[config.mk]
export PLATFORM = sky130hd
export DESIGN_NAME = pll_lock_reset_sequencer
export DESIGN_NICKNAME = d
export VERILOG_FILES = /design/src/rtl/pll_seq_pkg.sv /design/src/rtl/lock_synchroniser.sv /design/src/rtl/pll_lock_reset_sequencer.sv
export SDC_FILE = /design/constraint.sdc
export NUM_CORES = 1
export LEC_CHECK = 0
export ABC_AREA = 1
export CORE_MARGIN = 2
export CORE_UTILIZATION = 35
export DETAILED_ROUTE_END_ITERATION = 8
export HOLD_SLACK_MARGIN = 0.05
export PLACE_DENSITY = 0.55
export SETUP_SLACK_MARGIN = 0.1
export SLEW_MARGIN = 20
export SYNTH_ARGS = -nofsm -noshare
export SYNTH_HDL_FRONTEND = slang
export SYNTH_HIERARCHICAL = 1
export SYNTH_SLANG_ARGS = --single-unit
[constraint.sdc]
create_clock -name clock -period 1.85 [get_ports clock]
set_clock_uncertainty 0.2 [all_clocks]
set_input_delay 0.37 -clock clock [delete_from_list [all_inputs] [get_ports clock]]
set_output_delay 0.37 -clock clock [all_outputs]
set_load 0.01 [all_outputs]
[src/rtl/pll_seq_pkg.sv]
// Shared types and helpers for the PLL lock / reset sequencer.
// Holds the sequencer state encoding and the shared-counter width helper.
package pll_seq_pkg;

  typedef enum logic [1:0] {
    WAIT_LOCK = 2'd0,
    INIT      = 2'd1,
    DELAY     = 2'd2,
    RUN       = 2'd3
  } seq_state_t;

  localparam int LOSS_COUNT_W = 8;

  // Width of one counter able to hold the largest of the three cycle limits.
  function automatic int cnt_width(input int a, input int b, input int c);
    int m;
    m = (a > b) ? a : b;
    m = (m > c) ? m : c;
    return $clog2(m + 1);
  endfunction

endpackage

[src/rtl/lock_synchroniser.sv]
// Generic multi-flop synchroniser with synchronous clear, for asynchronous
// status inputs such as the PLL lock flag.
module lock_synchroniser #(
  parameter int SYNC_STAGES = 2
) (
  input  logic clock,
  input  logic clear,
  input  logic async_in,
  output logic sync_out
);

  logic [SYNC_STAGES-1:0] chain_r;

  // Shift the asynchronous input through the flop chain.
  always_ff @(posedge clock) begin
    if (clear) begin
      chain_r <= {SYNC_STAGES{1'b0}};
    end else begin
      chain_r <= {chain_r[SYNC_STAGES-2:0], async_in};
    end
  end

  assign sync_out = chain_r[SYNC_STAGES-1];

endmodule

[src/rtl/pll_lock_reset_sequencer.sv]
// Qualifies PLL lock and sequences SDRAM-controller then CPU reset release.
// Optional lock-loss statistics counter: define PLL_LOCK_LOSS_COUNTER_EN.
module pll_lock_reset_sequencer
  import pll_seq_pkg::*;
#(
  parameter int SYNC_STAGES         = 2,
  parameter int STABLE_CYCLES       = 1024,
  parameter int CPU_DELAY_CYCLES    = 64,
  parameter int INIT_TIMEOUT_CYCLES = 65535
) (
  input  logic                    clock,
  input  logic                    reset,
  input  logic                    pll_locked,
  input  logic                    sdram_init_done,
  output logic                    sdram_ctrl_reset,
  output logic                    cpu_reset,
  output logic                    init_timeout,
  output logic [LOSS_COUNT_W-1:0] lock_loss_count,
  output logic [1:0]              state_out
);

  localparam int CNT_W = cnt_width(STABLE_CYCLES, CPU_DELAY_CYCLES, INIT_TIMEOUT_CYCLES);
  localparam logic [CNT_W-1:0] STABLE_LAST  = CNT_W'(STABLE_CYCLES - 1);
  localparam logic [CNT_W-1:0] DELAY_LAST   = CNT_W'(CPU_DELAY_CYCLES - 1);
  localparam logic [CNT_W-1:0] TIMEOUT_LAST = CNT_W'(INIT_TIMEOUT_CYCLES - 1);

  logic             lock_s;
  seq_state_t       state_r;
  logic [CNT_W-1:0] count_r;
  logic             sdram_rst_r;
  logic             cpu_rst_r;
  logic             timeout_r;

  lock_synchroniser #(
    .SYNC_STAGES(SYNC_STAGES)
  ) u_lock_sync (
    .clock   (clock),
    .clear   (reset),
    .async_in(pll_locked),
    .sync_out(lock_s)
  );

  // Sequencer FSM: state, shared counter and registered reset outputs.
  always_ff @(posedge clock) begin
    if (reset) begin
      state_r     <= WAIT_LOCK;
      count_r     <= {CNT_W{1'b0}};
      sdram_rst_r <= 1'b1;
      cpu_rst_r   <= 1'b1;
      timeout_r   <= 1'b0;
    end else begin
      case (state_r)
        WAIT_LOCK: begin
          sdram_rst_r <= 1'b1;
          cpu_rst_r   <= 1'b1;
          if (!lock_s) begin
            count_r <= {CNT_W{1'b0}};
          end else if (count_r == STABLE_LAST) begin
            state_r     <= INIT;
            count_r     <= {CNT_W{1'b0}};
            sdram_rst_r <= 1'b0;
          end else begin
            count_r <= count_r + {{(CNT_W-1){1'b0}}, 1'b1};
          end
        end
        INIT: begin
          // Lock loss wins, but a timeout reached on the same cycle is still recorded.
          if (!lock_s) begin
            state_r     <= WAIT_LOCK;
            count_r     <= {CNT_W{1'b0}};
            sdram_rst_r <= 1'b1;
            cpu_rst_r   <= 1'b1;
            if (count_r == TIMEOUT_LAST && !sdram_init_done) begin
              timeout_r <= 1'b1;
            end else begin
              timeout_r <= timeout_r;
            end
          end else if (sdram_init_done) begin
            state_r <= DELAY;
            count_r <= {CNT_W{1'b0}};
          end else if (count_r == TIMEOUT_LAST) begin
            state_r     <= WAIT_LOCK;
            count_r     <= {CNT_W{1'b0}};
            sdram_rst_r <= 1'b1;
            cpu_rst_r   <= 1'b1;
            timeout_r   <= 1'b1;
          end else begin
            count_r <= count_r + {{(CNT_W-1){1'b0}}, 1'b1};
          end
        end
        DELAY: begin
          if (!lock_s) begin
            state_r     <= WAIT_LOCK;
            count_r     <= {CNT_W{1'b0}};
            sdram_rst_r <= 1'b1;
            cpu_rst_r   <= 1'b1;
          end else if (!sdram_init_done) begin
            state_r <= INIT;
            count_r <= {CNT_W{1'b0}};
          end else if (count_r == DELAY_LAST) begin
            state_r   <= RUN;
            count_r   <= {CNT_W{1'b0}};
            cpu_rst_r <= 1'b0;
          end else begin
            count_r <= count_r + {{(CNT_W-1){1'b0}}, 1'b1};
          end
        end
        RUN: begin
          if (!lock_s) begin
            state_r     <= WAIT_LOCK;
            count_r     <= {CNT_W{1'b0}};
            sdram_rst_r <= 1'b1;
            cpu_rst_r   <= 1'b1;
          end else begin
            sdram_rst_r <= 1'b0;
            cpu_rst_r   <= 1'b0;
          end
        end
        default: begin
          state_r     <= WAIT_LOCK;
          count_r     <= {CNT_W{1'b0}};
          sdram_rst_r <= 1'b1;
          cpu_rst_r   <= 1'b1;
        end
      endcase
    end
  end

`ifdef PLL_LOCK_LOSS_COUNTER_EN
  logic                    lock_loss_s;
  logic [LOSS_COUNT_W-1:0] loss_count_r;

  assign lock_loss_s = (state_r != WAIT_LOCK) && !lock_s;

  // Saturating count of lock losses once the sequence has left WAIT_LOCK.
  always_ff @(posedge clock) begin
    if (reset) begin
      loss_count_r <= {LOSS_COUNT_W{1'b0}};
    end else if (lock_loss_s && (loss_count_r != {LOSS_COUNT_W{1'b1}})) begin
      loss_count_r <= loss_count_r + {{(LOSS_COUNT_W-1){1'b0}}, 1'b1};
    end else begin
      loss_count_r <= loss_count_r;
    end
  end

  assign lock_loss_count = loss_count_r;
`else
  assign lock_loss_count = {LOSS_COUNT_W{1'b0}};
`endif

  assign sdram_ctrl_reset = sdram_rst_r;
  assign cpu_reset        = cpu_rst_r;
  assign init_timeout     = timeout_r;
  assign state_out        = state_r;

endmodule
==> flow_summary.toml, run 1 <==
[run_status]
status = "complete, no violations"

[worst_hold_path]
holdCritStartpoint = "u_lock_sync/chain_r[0]"
hold_class = "flip-flop to flip-flop"
worstHoldPathCells = 2
min_to = "u_lock_sync/chain_r[1]"

[grt]
grt_pass1_wl_mm = 6.78
grt_max_degree = 17
antenna_found_initial = 0
grt_usage_pct = 15.5
grt_pass1_vias = 1507
grt_overflow_total = 0

[worst_setup_path]
slowest_stage = "dfxtp_4"
rrSetupSlack_ps = 110
crit_buf_inv = 0
end_kind = "flip-flop"
crit_family = "simple AND/OR/NAND/NOR gates"
worstReg2RegStart = "count_r[1]"
crit_fanout = 5
reg2reg_to = "count_r[4]"
path_cells = "ha_4 > nand3_4 > nor2_4 > nand3_4 > nand2_4 > nand3_4 > nand2_4 > nor2_2 > nor2_1 > nor2_1"
cp.depth = 10
critical_path_required_ps = 1820
setup.worst_path.class = "flip-flop to flip-flop"
path_common_cell = "nand3_4"
start_kind = "flip-flop"
cp_data_arrival_time_ps = 1710
reg2reg_depth = 10
slowest_delay_ps = 400

[run]
max_cap_viol_count = 0

[final_layout]
final_cell_mix = "nor2_1, nand2_1, inv_1, nand3_1, buf_4"
layout_commonest_cell = "nor2_1"
fin_cells = 349
num_antenna_cells = 0
fin_nets = 294
drive_gt1_share_pct = 32.3
area_growth_pct = 25.4

[clocking]
cts-htree-levels = 1
clockBufferDepth = 2
cts.clk_slew.worst_paths_ps = 90
cts_sinks = 23
cts_buffers = 3
cts_tree = "yes"
insertion_delay_ps = 270
hold_buffers = 0
cts_root_buffer = "clkbuf_8"

[die]
die_x_microns = 74.5
io_pins = 17
fp.dieH_microns = 74.5
die-area_sq_um = 5550
fp.coreArea_sq_um = 4750
num_rows = 25
start_util_pct = 36.6

[route]
drc_errors = 0
drtIter0Drc = 63
drt_pass1_iterations = 4
num_vias = 1573
avgRoutedWirePerCell_microns = 11.0
finalWirelength_mm = 3.86
post_drt_via_cell_ratio = 4.51
antenna_left = 0

[sta]
fin_crit_sh_pct = 93.8
finalHoldViolations = 0
min_period_ps = 1740
rsz0062_at_grt = "true"
maxSlewViolCount = 0
finalSetupViolCount = 0
max_freq_mhz = 576
fin_setup_tns_ps = 0
holdWs_ps = 209

[power_and_ir_drop]
swShare_pct = 41.5
pwr-share-seq_pct = 35.1
power.switching_mw = 0.700
pwr-share-comb_pct = 45.4
ir_drop_v = 0.000763
power.leakage_nw = 0.918
power_density_nw_per_um2 = 773
power.internal_mw = 0.986
clkPwrFrac_pct = 19.5

[synthesis]
synth-main-ff-cell = "dfxtp_1"
synth_edf_count = 0
netlist-cell-type-count = 31
synth-adder-area-share_pct = 5.03
synthSimpleGateAreaFrac_pct = 48.8
synth-xor-area-share_pct = 1.51
synth_compound_area_share_pct = 5.97
synthCells = 258
ys_ff_latch = 23
syn_area_sq_um = 1740
yosysSeqAreaShare_pct = 26.5
synth_top_family_by_area = "simple AND/OR/NAND/NOR gates"
synth_mux_area_share_pct = 0
synthArstFlopShare_pct = 0
avgSynthCellArea_sq_um = 6.75
ys.warnings.count = 6

[place]
io_buffer_count = 8
gp_congestion = 0.866
hpwl_mm = 2.86
dpl.cell_count = 338
how the worst max path moves through the flow:
| stage | startpoint | endpoint |
|---|---|---|
| after floorplan | count_r[1] | count_r[13] |
| after CTS | count_r[0] | count_r[2] |
| after global routing | count_r[0] | count_r[5] |
| after detailed placement | sdram_init_done | count_r[12] |
| after global placement | sdram_init_done | count_r[14] |
| final | count_r[1] | count_r[4] |
state kept, by name (all words and copies together) (netlist names):
register             count
count_r                 16
state_out                2
u_lock_sync/chain_r      2
cpu_reset                1
init_timeout             1
sdram_ctrl_reset         1
power by group through the flow:
| stage | Clock [mW] | Combinational [mW] | Sequential, mW |
|---|---|---|---|
| final | 0.329 | 0.766 | 0.591 |
| after global routing | 0.362 | 0.843 | 0.602 |
| after CTS | 0.345 | 0.725 | 0.586 |
| after detailed placement | 0 | 0.641 | 0.587 |
| after global placement | 0 | 0.645 | 0.586 |
| after floorplan | 0 | 0.534 | 0.594 |
worst register-to-register path, stage by stage (launching register included):
cell and delay (ps):
dfxtp_4 400, ha_4 150, nand3_4 90, nor2_4 140, nand3_4 110, nand2_4 80
nand3_4 130, nand2_4 150, nor2_2 40, nor2_1 90, nor2_1 50
routing by layer:
layer | share of wire (%) | up-vias | GRT usage, % | routed length (microns)
li1 | - | 840 | - | -
met1 | 49 | 707 | 21.2 | 1890
met2 | 47 | 22 | 25.3 | 1800
met3 | 3.5 | 4 | 3.25 | 135
met4 | 0.80 | 0 | 3.37 | 31
met5 | 0 | - | 0 | 0
through the flow:
step | utilization, % | area [sq um] | setup WS, ps | total power [mW]
2_1_floorplan | - | 1780 | 107 | 1.13
3_3_place_gp | 40.4 | 1920 | -68.7 | 1.23
3_5_place_dp | 40.4 | 1920 | -104 | 1.23
4_1_cts | 43.7 | 2080 | 97.4 | 1.66
5_1_grt | 45.9 | 2180 | -11.8 | 1.81
6_report | 45.9 | 2180 | 115 | 1.69
timing repair:
action | in CTS | in global routing
cloned | 1 | 0
pin swaps | 12 | 13
setup endpoints to repair | 16 | 21
hold endpoints to repair | 0 | 0
resized for setup | 19 | 33
buffers inserted | 5 | 1
cell families after synthesis:
group | Yosys count
adder cells (fa/ha/maj) | 7
AND/OR/NAND/NOR | 166
XOR/XNOR | 3
buffers and inverters | 41
flip-flops | 23
AO/OA/AOI/OAI | 17
other | 1
Yosys cell counts, types with 2 or more instances:
cell type / instances / share of area, %
nor2_1: 58 / 13
nand2_1: 45 / 9.7
inv_1: 27 / 5.8
dfxtp_1: 23 / 26
nand3_1: 22 / 6.3
a21oi_1: 10 / 2.9
nor2_2: 9 / 3.2
buf_4: 8 / 3.5
ha_1: 7 / 5.0
nand2_2: 7 / 2.5
nand4_1: 6 / 2.2
nand2_4: 5 / 3.2
nor2_4: 5 / 3.2
o21ai_0: 4 / 1.2
nand3_2: 3 / 1.7
clkbuf_1: 2 / 0.43
nand3_4: 2 / 2.0
xor2_1: 2 / 1.0
area by class of cell:
class	instances	area, sq um
Tap cell	67	83.8
Clock inverter	1	5.00
Fill cell	515	2570
Clock buffer	3	41.3
Timing Repair Buffer	26	218
Inverter	27	104
Multi-Input combinational cell	202	1250
Sequential cell	23	483
No activity file was read; power rests on OpenSTA's default activity.
==> inputs of run 2 (changes only) <==
Settings changed: HOLD_SLACK_MARGIN 0.05 to unset.
==> results of run 2 <==
The final DEF is identical to that of run 1; final timing and power are the same.
==> inputs of run 3 (changes only) <==
Settings changed: CORE_UTILIZATION 35 to 36, PLACE_DENSITY 0.55 to 0.57.
==> run 3 against run 2 <==
  * Register-to-register slack got worse by 40 ps
  * Setup slack worse by 37 ps
  * Final cell count down 2.9%
  * Die area is 2.6% lower
  * Via count is 2.4% higher
==> flow_summary.toml, run 3 (synthesis gave the netlist of run 1 again) <==
[run_status]
status = "complete, no violations"

[power_and_ir_drop]
power.leakage_nw = 0.933
finalPower_mw = 1.73
ir_drop_v = 0.000621
power_density_nw_per_um2 = 784

[sta]
fin_crit_sh_pct = 95.8
max_freq_mhz = 564
fin_ws_ps = 77.7
fin_setup_tns_ps = 0
holdWs_ps = 207
maxSlewViolCount = 0
finalSetupViolCount = 0
rsz0062_at_grt = "true"
min_period_ps = 1770
finalHoldViolations = 0

[route]
finalWirelength_mm = 4.01
avgRoutedWirePerCell_microns = 11.8
post_drt_via_cell_ratio = 4.75
drc_errors = 0
drtIter0Drc = 64
drt_pass1_iterations = 4
num_vias = 1611
antenna_left = 0

[final_layout]
largest_reg_flops = 16
regMostFlops = "count_r"
drive_gt1_share_pct = 33.7
area_growth_pct = 26.6
layout_commonest_cell = "nor2_1"
fin_nets = 297
num_antenna_cells = 0
utilization_pct = 47.0
final_cell_mix = "nor2_1, nand2_1, inv_1, buf_4, nand3_1"

[clocking]
cts_buffers = 3
cts_tree = "yes"
cts_root_buffer = "clkbuf_8"
cts_sinks = 23
clockBufferDepth = 2
insertion_delay_ps = 270
cts.clk_slew.worst_paths_ps = 90
cts-htree-levels = 1

[worst_hold_path]
hold_class = "flip-flop to flip-flop"

[place]
gp_congestion = 0.831
hpwl_mm = 2.82
place_ws_ps = -80.0
io_buffer_count = 8

[grt]
grt_pass1_wl_mm = 6.78
grt_max_degree = 17
antenna_found_initial = 0
grt_overflow_total = 0
grt_pass1_vias = 1459
grt_usage_pct = 16.0

[worst_setup_path]
start_kind = "flip-flop"
end_kind = "flip-flop"
crit_fanout = 6
critical_path_required_ps = 1820
cp_data_arrival_time_ps = 1750
setup.worst_path.class = "flip-flop to flip-flop"

[die]
start_util_pct = 37.1
io_pins = 17
fp.dieH_microns = 73.5
num_rows = 25
fp.coreArea_sq_um = 4690
die_x_microns = 73.5
die-area_sq_um = 5410

[run]
max_cap_viol_count = 0
## run 3: changes by cell type in the layout (fill, tap and decap cells not counted), moves of 2 or more
| cell | delta |
|---|---|
| a21oi_1 | -2 |
| nand3_2 | +2 |
| nand3_1 | -2 |
| a21oi_2 | +2 |
| buf_4 | +2 |
## run 3: area by class of cell
class | instances | area, sq um
sequential | 23 | 480
inverter | 27 | 104
multi-input combinational | 202 | 1260
clock buffer | 4 | 45.0
timing repair buffer | 29 | 241
tap | 54 | 67.6
fill | 473 | 2490
## run 3: timing repair
item / 4_1_cts / 5_1_grt
endpoints found under the setup margin: 15 / 20
pin swaps: 15 / 17
resized for setup: 20 / 33
hold buffers: 0 / 0
buffers inserted: 7 / 0
gates cloned: 1 / 0
## run 3: routing by layer
metal	track usage, %	up-vias	wire, microns
met3	3.02	5	111
met1	21.8	737	1980
met2	26.2	20	1890
li1	-	849	-
met4	3.23	0	27
met5	0	-	0
## run 3: final timing paths
path | start | to | slack, ps | cells after the start
max | count_r[1] | count_r[15] | 80 | 10
min | u_lock_sync/chain_r[0] | u_lock_sync/chain_r[1] | 210 | 2
max reg2reg | count_r[1] | count_r[15] | 80 | 10
min reg2reg | u_lock_sync/chain_r[0] | u_lock_sync/chain_r[1] | 210 | 2
## run 3: where the power goes
group | total (mW) | switching [mW] | internal [mW] | leakage [nW]
Clock | 0.326 | 0.172 | 0.154 | 0.0228
Combinational | 0.809 | 0.500 | 0.308 | 0.718
Sequential | 0.592 | 0.0476 | 0.544 | 0.193
Total | 1.73 | 0.720 | 1.01 | 0.933
## run 3: worst max-delay path, cell delays in order, from the launching register on
cell	delay, ps
dfxtp_4	400
ha_4	160
nand3_4	90
nor2_4	170
nand3_4	100
nand2_4	70
nand3_4	160
nand2_8	150
nor2_1	50
nor2_1	80
nor2_1	40
## run 3: through the flow
step	std cells	area, sq um
after detailed placement	327	1920
after floorplan	265	1780
after global routing	339	2200
final	339	2200
after CTS	339	2090
after global placement	327	1920
